### src/rtl/twdl_seq_ctrl.sv
`default_nettype none
// ============================================================================
// Module   : twdl_seq_ctrl
// Brief    : Sequencer for the CORDIC twiddle generator. For a 2-D FFT split
//            N = N1*N2 it issues one (k1*n2, N) request per cycle in
//            n2-inner / k1-outer order, then delays the valid flag and the
//            (k1, n2) tags by the generator latency so they line up with the
//            generator output.
// Revision : 1.0 - initial release
// ============================================================================
module twdl_seq_ctrl #(
    parameter int wDataIn = 12,
    parameter int LAT     = 24
) (
    input  logic               clk,
    input  logic               rst,
    input  logic               start,
    input  logic [wDataIn-1:0] cfg_n1,
    input  logic [wDataIn-1:0] cfg_n2,
    output logic               busy,
    output logic               cfg_err,
    output logic [wDataIn-1:0] tw_num,
    output logic [wDataIn-1:0] tw_den,
    output logic               tw_issue,
    output logic               out_valid,
    output logic [wDataIn-1:0] out_k1,
    output logic [wDataIn-1:0] out_n2,
    output logic               done
);

    localparam int             W     = wDataIn;
    localparam logic [W-1:0]   c_one = W'(1);

    typedef enum logic [1:0] {
        S_IDLE  = 2'd0,
        S_RUN   = 2'd1,
        S_DRAIN = 2'd2
    } state_t;

    state_t         state_q, state_d;
    logic           busy_q, busy_d;
    logic           cfg_err_q, cfg_err_d;
    logic           issue_q, issue_d;
    logic           done_q, done_d;
    logic [W-1:0]   cfg_n1_q, cfg_n1_d;
    logic [W-1:0]   cfg_n2_q, cfg_n2_d;
    logic [W-1:0]   k1_q, k1_d;
    logic [W-1:0]   n2_idx_q, n2_idx_d;
    logic [W-1:0]   num_q, num_d;
    logic [W-1:0]   den_q, den_d;

    // Latency-matching delay line for valid and index tags
    logic [LAT-1:0] vld_sr_q, vld_sr_d;
    logic [W-1:0]   k1_sr_q [LAT];
    logic [W-1:0]   k1_sr_d [LAT];
    logic [W-1:0]   n2_sr_q [LAT];
    logic [W-1:0]   n2_sr_d [LAT];

    // Full-width product so an oversized N1*N2 cannot wrap into range
    logic [2*W-1:0] cfg_prod;
    logic           cfg_bad;
    logic           last_pair;
    logic           tail_last;

    assign cfg_prod  = {{W{1'b0}}, cfg_n1} * {{W{1'b0}}, cfg_n2};
    assign cfg_bad   = (cfg_n1 == '0) || (cfg_n2 == '0) || (|cfg_prod[2*W-1:W]);
    assign last_pair = (k1_q == cfg_n1_q - c_one) && (n2_idx_q == cfg_n2_q - c_one);
    // Stage LAT-2 holds the pair that reaches the output next cycle, so done
    // can be registered and still coincide with the last out_valid.
    assign tail_last = vld_sr_q[LAT-2]
                    && (k1_sr_q[LAT-2] == cfg_n1_q - c_one)
                    && (n2_sr_q[LAT-2] == cfg_n2_q - c_one);

    // Next-state logic: config check, incremental numerator walk, drain/done
    always_comb begin
        state_d   = state_q;
        busy_d    = busy_q;
        cfg_err_d = 1'b0;
        issue_d   = 1'b0;
        done_d    = 1'b0;
        cfg_n1_d  = cfg_n1_q;
        cfg_n2_d  = cfg_n2_q;
        k1_d      = k1_q;
        n2_idx_d  = n2_idx_q;
        num_d     = num_q;
        den_d     = den_q;
        case (state_q)
            S_IDLE: begin
                if (start) begin
                    if (cfg_bad) begin
                        cfg_err_d = 1'b1;
                    end else begin
                        state_d  = S_RUN;
                        busy_d   = 1'b1;
                        cfg_n1_d = cfg_n1;
                        cfg_n2_d = cfg_n2;
                        den_d    = cfg_prod[W-1:0];
                        issue_d  = 1'b1;
                        k1_d     = '0;
                        n2_idx_d = '0;
                        num_d    = '0;
                    end
                end
            end
            S_RUN: begin
                if (last_pair) begin
                    state_d = S_DRAIN;
                end else begin
                    issue_d = 1'b1;
                    if (n2_idx_q == cfg_n2_q - c_one) begin
                        n2_idx_d = '0;
                        k1_d     = k1_q + c_one;
                        num_d    = '0;
                    end else begin
                        n2_idx_d = n2_idx_q + c_one;
                        // k1*n2 < N always, so the running sum never wraps
                        num_d    = num_q + k1_q;
                    end
                end
            end
            S_DRAIN: begin
                if (done_q) begin
                    state_d = S_IDLE;
                    busy_d  = 1'b0;
                end else if (tail_last) begin
                    done_d = 1'b1;
                end
            end
            default: state_d = S_IDLE;
        endcase
    end

    // Shift the issued pair down the latency-matching delay line
    always_comb begin
        vld_sr_d   = {vld_sr_q[LAT-2:0], issue_q};
        k1_sr_d[0] = k1_q;
        n2_sr_d[0] = n2_idx_q;
        for (int i = 1; i < LAT; i++) begin
            k1_sr_d[i] = k1_sr_q[i-1];
            n2_sr_d[i] = n2_sr_q[i-1];
        end
    end

    // State and output registers; reset drops everything in flight
    always_ff @(posedge clk) begin
        if (rst) begin
            state_q   <= S_IDLE;
            busy_q    <= 1'b0;
            cfg_err_q <= 1'b0;
            issue_q   <= 1'b0;
            done_q    <= 1'b0;
            cfg_n1_q  <= '0;
            cfg_n2_q  <= '0;
            k1_q      <= '0;
            n2_idx_q  <= '0;
            num_q     <= '0;
            den_q     <= '0;
            vld_sr_q  <= '0;
            k1_sr_q   <= '{default: '0};
            n2_sr_q   <= '{default: '0};
        end else begin
            state_q   <= state_d;
            busy_q    <= busy_d;
            cfg_err_q <= cfg_err_d;
            issue_q   <= issue_d;
            done_q    <= done_d;
            cfg_n1_q  <= cfg_n1_d;
            cfg_n2_q  <= cfg_n2_d;
            k1_q      <= k1_d;
            n2_idx_q  <= n2_idx_d;
            num_q     <= num_d;
            den_q     <= den_d;
            vld_sr_q  <= vld_sr_d;
            k1_sr_q   <= k1_sr_d;
            n2_sr_q   <= n2_sr_d;
        end
    end

    assign busy      = busy_q;
    assign cfg_err   = cfg_err_q;
    assign tw_num    = num_q;
    assign tw_den    = den_q;
    assign tw_issue  = issue_q;
    assign out_valid = vld_sr_q[LAT-1];
    assign out_k1    = k1_sr_q[LAT-1];
    assign out_n2    = n2_sr_q[LAT-1];
    assign done      = done_q;

    // Numerator must always be a proper fraction of the denominator
    a_num_lt_den: assert property (@(posedge clk) disable iff (rst)
                                   issue_q |-> (num_q < den_q));

endmodule
`default_nettype wire

### config.mk
export PLATFORM = sky130hd
export DESIGN_NAME = twdl_seq_ctrl
export DESIGN_NICKNAME = d
export VERILOG_FILES = /design/src/rtl/twdl_seq_ctrl.sv
export SDC_FILE = /design/constraint.sdc
export NUM_CORES = 1
export LEC_CHECK = 0
export ABC_AREA = 1
export CAP_MARGIN = 20
export CELL_PAD_IN_SITES_DETAIL_PLACEMENT = 0
export CELL_PAD_IN_SITES_GLOBAL_PLACEMENT = 1
export CORE_MARGIN = 8
export CORE_UTILIZATION = 50
export CTS_CLUSTER_SIZE = 12
export DETAILED_ROUTE_END_ITERATION = 16
export PLACE_DENSITY_LB_ADDON = 0.1
export REMOVE_ABC_BUFFERS = 1
export SYNTH_ARGS = -nofsm -noshare
export SYNTH_HDL_FRONTEND = slang
export SYNTH_SLANG_ARGS = --single-unit
### constraint.sdc
create_clock -name clk -period 8.6 [get_ports clk]
set_input_delay 0.86 -clock clk [delete_from_list [all_inputs] [get_ports clk]]
set_output_delay 0.86 -clock clk [all_outputs]
set_load 0.02 [all_outputs]
==> flow_summary.yaml <==
outcome:
  status: "finished clean"
yosys:
  synth_area_um2: 27200
  yosysWarnings: 0
  ys_seq_area_share_pct: 49.8
  synth_edf_count: 0
  synthArstFlopShare_pct: 0
  syn_inst: 3451
  synth_area_leaders: "dfxtp_1 50%, inv_1 12%, nor2_1 11%"
  synth-seq-cells: 678
  synth_cell_types: 46
  synth_top_area_share_pct: 49.8
  synth_top_cell_by_area: "dfxtp_1"
  ys.flop_type: "dfxtp_1"
  syn-mean-instance-area_um2: 7.89
timing:
  final_hold_viol_count: 0
  skew_ns: 0.0364
  finalCritPeriodShare_pct: 78.9
  setup_viol: 0
  fmax_mhz: 147
  fin_crit_ns: 6.78
  grt_setup_unrepaired: "false"
  maxSlewHeadroom_pct: 28.9
  final-max-slew-violation-count: 0
  tightest_slew_ns: 1.07
  fin_setup_tns_ns: 0
floorplan:
  dieWidth_um: 249
  die_area_um2: 62200
  rows: 85
  core_area_um2: 53800
  die_h_um: 249
  ioPinCount: 80
  start_util_pct: 50.6
clock_tree:
  clk_latency_ns: 0.61
  cts_buffers: 71
  cts_tree: "done"
  post_cts_resized: 0
  postCtsHoldBufs: 0
  postCtsSetupBuffers: 0
  htree_levels: 3
  clk_pin_slew_ns: 0.06
  cts_sinks: 678
  cts_buffer_depth: 3
  root_buffer: "clkbuf_16"
worst_setup_path:
  critPathCaptureType: "register"
  path_class: "in2reg"
  cpMostUsedCell: "nand2_1"
  rr_endpoint: "tw_num[2]$_SDFFE_PP0P_"
  cp_slowest_cell: "clkdlybuf4s50_1"
  critPathArrivalTime_ns: 7.28
  regToRegSetupSlack_ns: 4.92
  r2r_cells: 19
  max_stage_delay_ns: 0.93
  r2r-start: "cfg_n2_q[0]$_SDFFE_PP0P_"
  start_kind: "input port"
  crit_fanout: 17
  crit_required_ns: 9.10
cells_and_area:
  drive_above_1_share_pct: 4.29
  utilization_pct: 57.3
  nets: 3714
  n_antenna_cell: 0
  area_growth_pct: 13.2
  stdcell_count: 4241
  fillerInstances: 4965
global_routing:
  grt_start_max_net_pins: 224
  grt_pass1_vias: 18900
  grt_antenna_before_repair: 0
  grt_usage_pct: 18.6
  overflow: 0
  grt_pass1_wl_um: 95500
worst_hold_path:
  holdPathEnd: "k1_sr_d[58]$_SDFF_PP0_"
  hold_class: "reg2reg"
  worstHoldStart: "k1_sr_d[70]$_SDFF_PP0_"
  hold_depth: 2
power:
  combPwrFrac_pct: 30.2
  clkPwrFrac_pct: 32.8
  intPower_mw: 5.71
  netSwitchingPower_mw: 2.98
  sequentialPowerShare_pct: 37.1
  switching_share_pct: 34.3
  leakage_nw: 13.5
  power.density_nw_per_um2: 282
  ir_drop_v: 0.000228
flow_run:
  drv_cap: 0
route:
  vias: 19200
  routed_wl_um: 57000
  firstDrtPassIters: 5
  drtAntennaViolNets: 0
  drt_iter0_markers: 1035
  vias_per_cell: 4.52
  routedWlPerCell_um: 13.4
  drc_errors: 0
placement:
  io_buffer_count: 79
  dp_cells: 4132
  gp_congestion: 0.856
  dp_hpwl_um: 40300
[Yosys cell counts (2+ instances only)]
cell type,n
a211oi_1,2
a21boi_0,3
a21o_1,2
a21oi_1,69
and3_1,3
buf_1,3
buf_2,4
buf_4,4
buf_6,2
clkbuf_1,105
dfxtp_1,678
fa_1,101
ha_1,77
inv_1,866
inv_2,8
nand2_1,449
nand2_2,6
nand3_1,84
nand3_2,3
nand3b_1,12
nand4_1,17
nor2_1,778
nor2_2,8
nor2_4,2
nor2_8,2
nor3_1,29
nor3b_1,4
nor4_1,6
o21ai_0,33
o21ai_1,19
o22ai_1,6
o31ai_1,3
or2_2,3
xnor2_1,6
xor2_1,42
xor2_2,2
[power groups by stage]
stage / registers, mW / logic (mW) / clock network (mW)
floorplan: 3.29 / 1.82 / 0
global placement: 3.29 / 2.66 / 0
detailed placement: 3.29 / 2.62 / 0
CTS: 3.22 / 2.65 / 2.93
global route: 3.23 / 3.04 / 3.06
finish: 3.22 / 2.62 / 2.85
[final cells by class]
| class | count | area, um^2 | share of cell area (%) |
|---|---|---|---|
| inverter | 874 | 3280 | 10.6 |
| tap | 696 | 871 | 2.83 |
| clock inverter | 14 | 262 | 0.849 |
| clock buffer | 95 | 1930 | 6.25 |
| sequential | 678 | 13600 | 44.0 |
| timing repair buffer | 103 | 1000 | 3.25 |
| multi-input combinational | 1781 | 9900 | 32.1 |
[layout by cell type (no fill, tap or decap), types with 12 or more instances in the layout]
cell type        count
nor2_1             778
nand3b_1            12
nand2_1            449
nor3_1              29
clkbuf_1            18
buf_4               22
a21oi_1             69
inv_1              865
clkdlybuf4s50_1     78
nand3_1             84
ha_1                77
dfxtp_1            678
clkbuf_16           71
nand4_1             17
xor2_1              42
o21ai_0             33
fa_1               101
o21ai_1             19
[logic make-up after synthesis]
| family | count (synthesis) | share of synthesized area (%) |
|---|---|---|
| adder cells (fa/ha/maj) | 178 | 11.0 |
| buffers and inverters | 992 | 13.8 |
| flip-flops | 678 | 49.8 |
| AO/OA/AOI/OAI | 143 | 2.81 |
| AND/OR/NAND/NOR | 1410 | 20.9 |
| XOR/XNOR | 50 | 1.66 |
[through the flow]
stage	worst slack [ns]	hold slack [ns]	instance area (um^2)	power, mW
global placement	1.24	0.389	28600	5.95
detailed placement	1.20	0.392	28600	5.91
floorplan	2.41	0.388	26800	5.11
finish	1.82	0.385	30800	8.69
global route	1.25	0.390	30800	9.33
CTS	1.84	0.381	30800	8.80
[flip-flops by register name (all words and copies together) (netlist names)]
| signal | count |
|---|---|
| cfg_err | 1 |
| vld_sr_q | 24 |
| cfg_n1_q | 12 |
| n2_sr_d | 276 |
| k1_sr_d | 276 |
| busy | 1 |
| n2_idx_q | 12 |
| done | 1 |
| tw_den | 12 |
| k1_q | 12 |
| out_k1 | 12 |
| state_q | 2 |
| tw_num | 12 |
| cfg_n2_q | 12 |
| tw_issue | 1 |
| out_n2 | 12 |
[per-layer routing]
metal / global-route usage, % / vias to the layer above / wire, um
met5: 0 / - / 0
met1: 25.0 / 8771 / 27400
li1: - / 9981 / -
met4: 4.67 / 0 / 1060
met2: 30.5 / 323 / 26000
met3: 3.75 / 84 / 2530
[critical path, delay by kind of cell]
family / cells / cell delay (ns)
AOI/OAI and AO/OA: 1 / 0.17
and+or+nand+nor: 16 / 1.72
buffers and inverters: 9 / 1.63
adders and majority gates: 6 / 2.89
[worst max-delay path by stage]
| stage | start | end | slack, ns |
|---|---|---|---|
| 2_1_floorplan | cfg_n2[3] | k1_q[11]$_SDFFE_PP0P_ | 2.41 |
| 3_3_place_gp | cfg_n2[3] | k1_q[1]$_SDFFE_PP0P_ | 1.24 |
| 3_5_place_dp | cfg_n2[3] | k1_q[9]$_SDFFE_PP0P_ | 1.20 |
| 4_1_cts | cfg_n2[3] | k1_q[1]$_SDFFE_PP0P_ | 1.84 |
| 5_1_grt | cfg_n2[3] | k1_q[1]$_SDFFE_PP0P_ | 1.25 |
| 6_report | cfg_n2[3] | k1_q[9]$_SDFFE_PP0P_ | 1.82 |
Note: power is estimated with default switching activity, not from simulation.
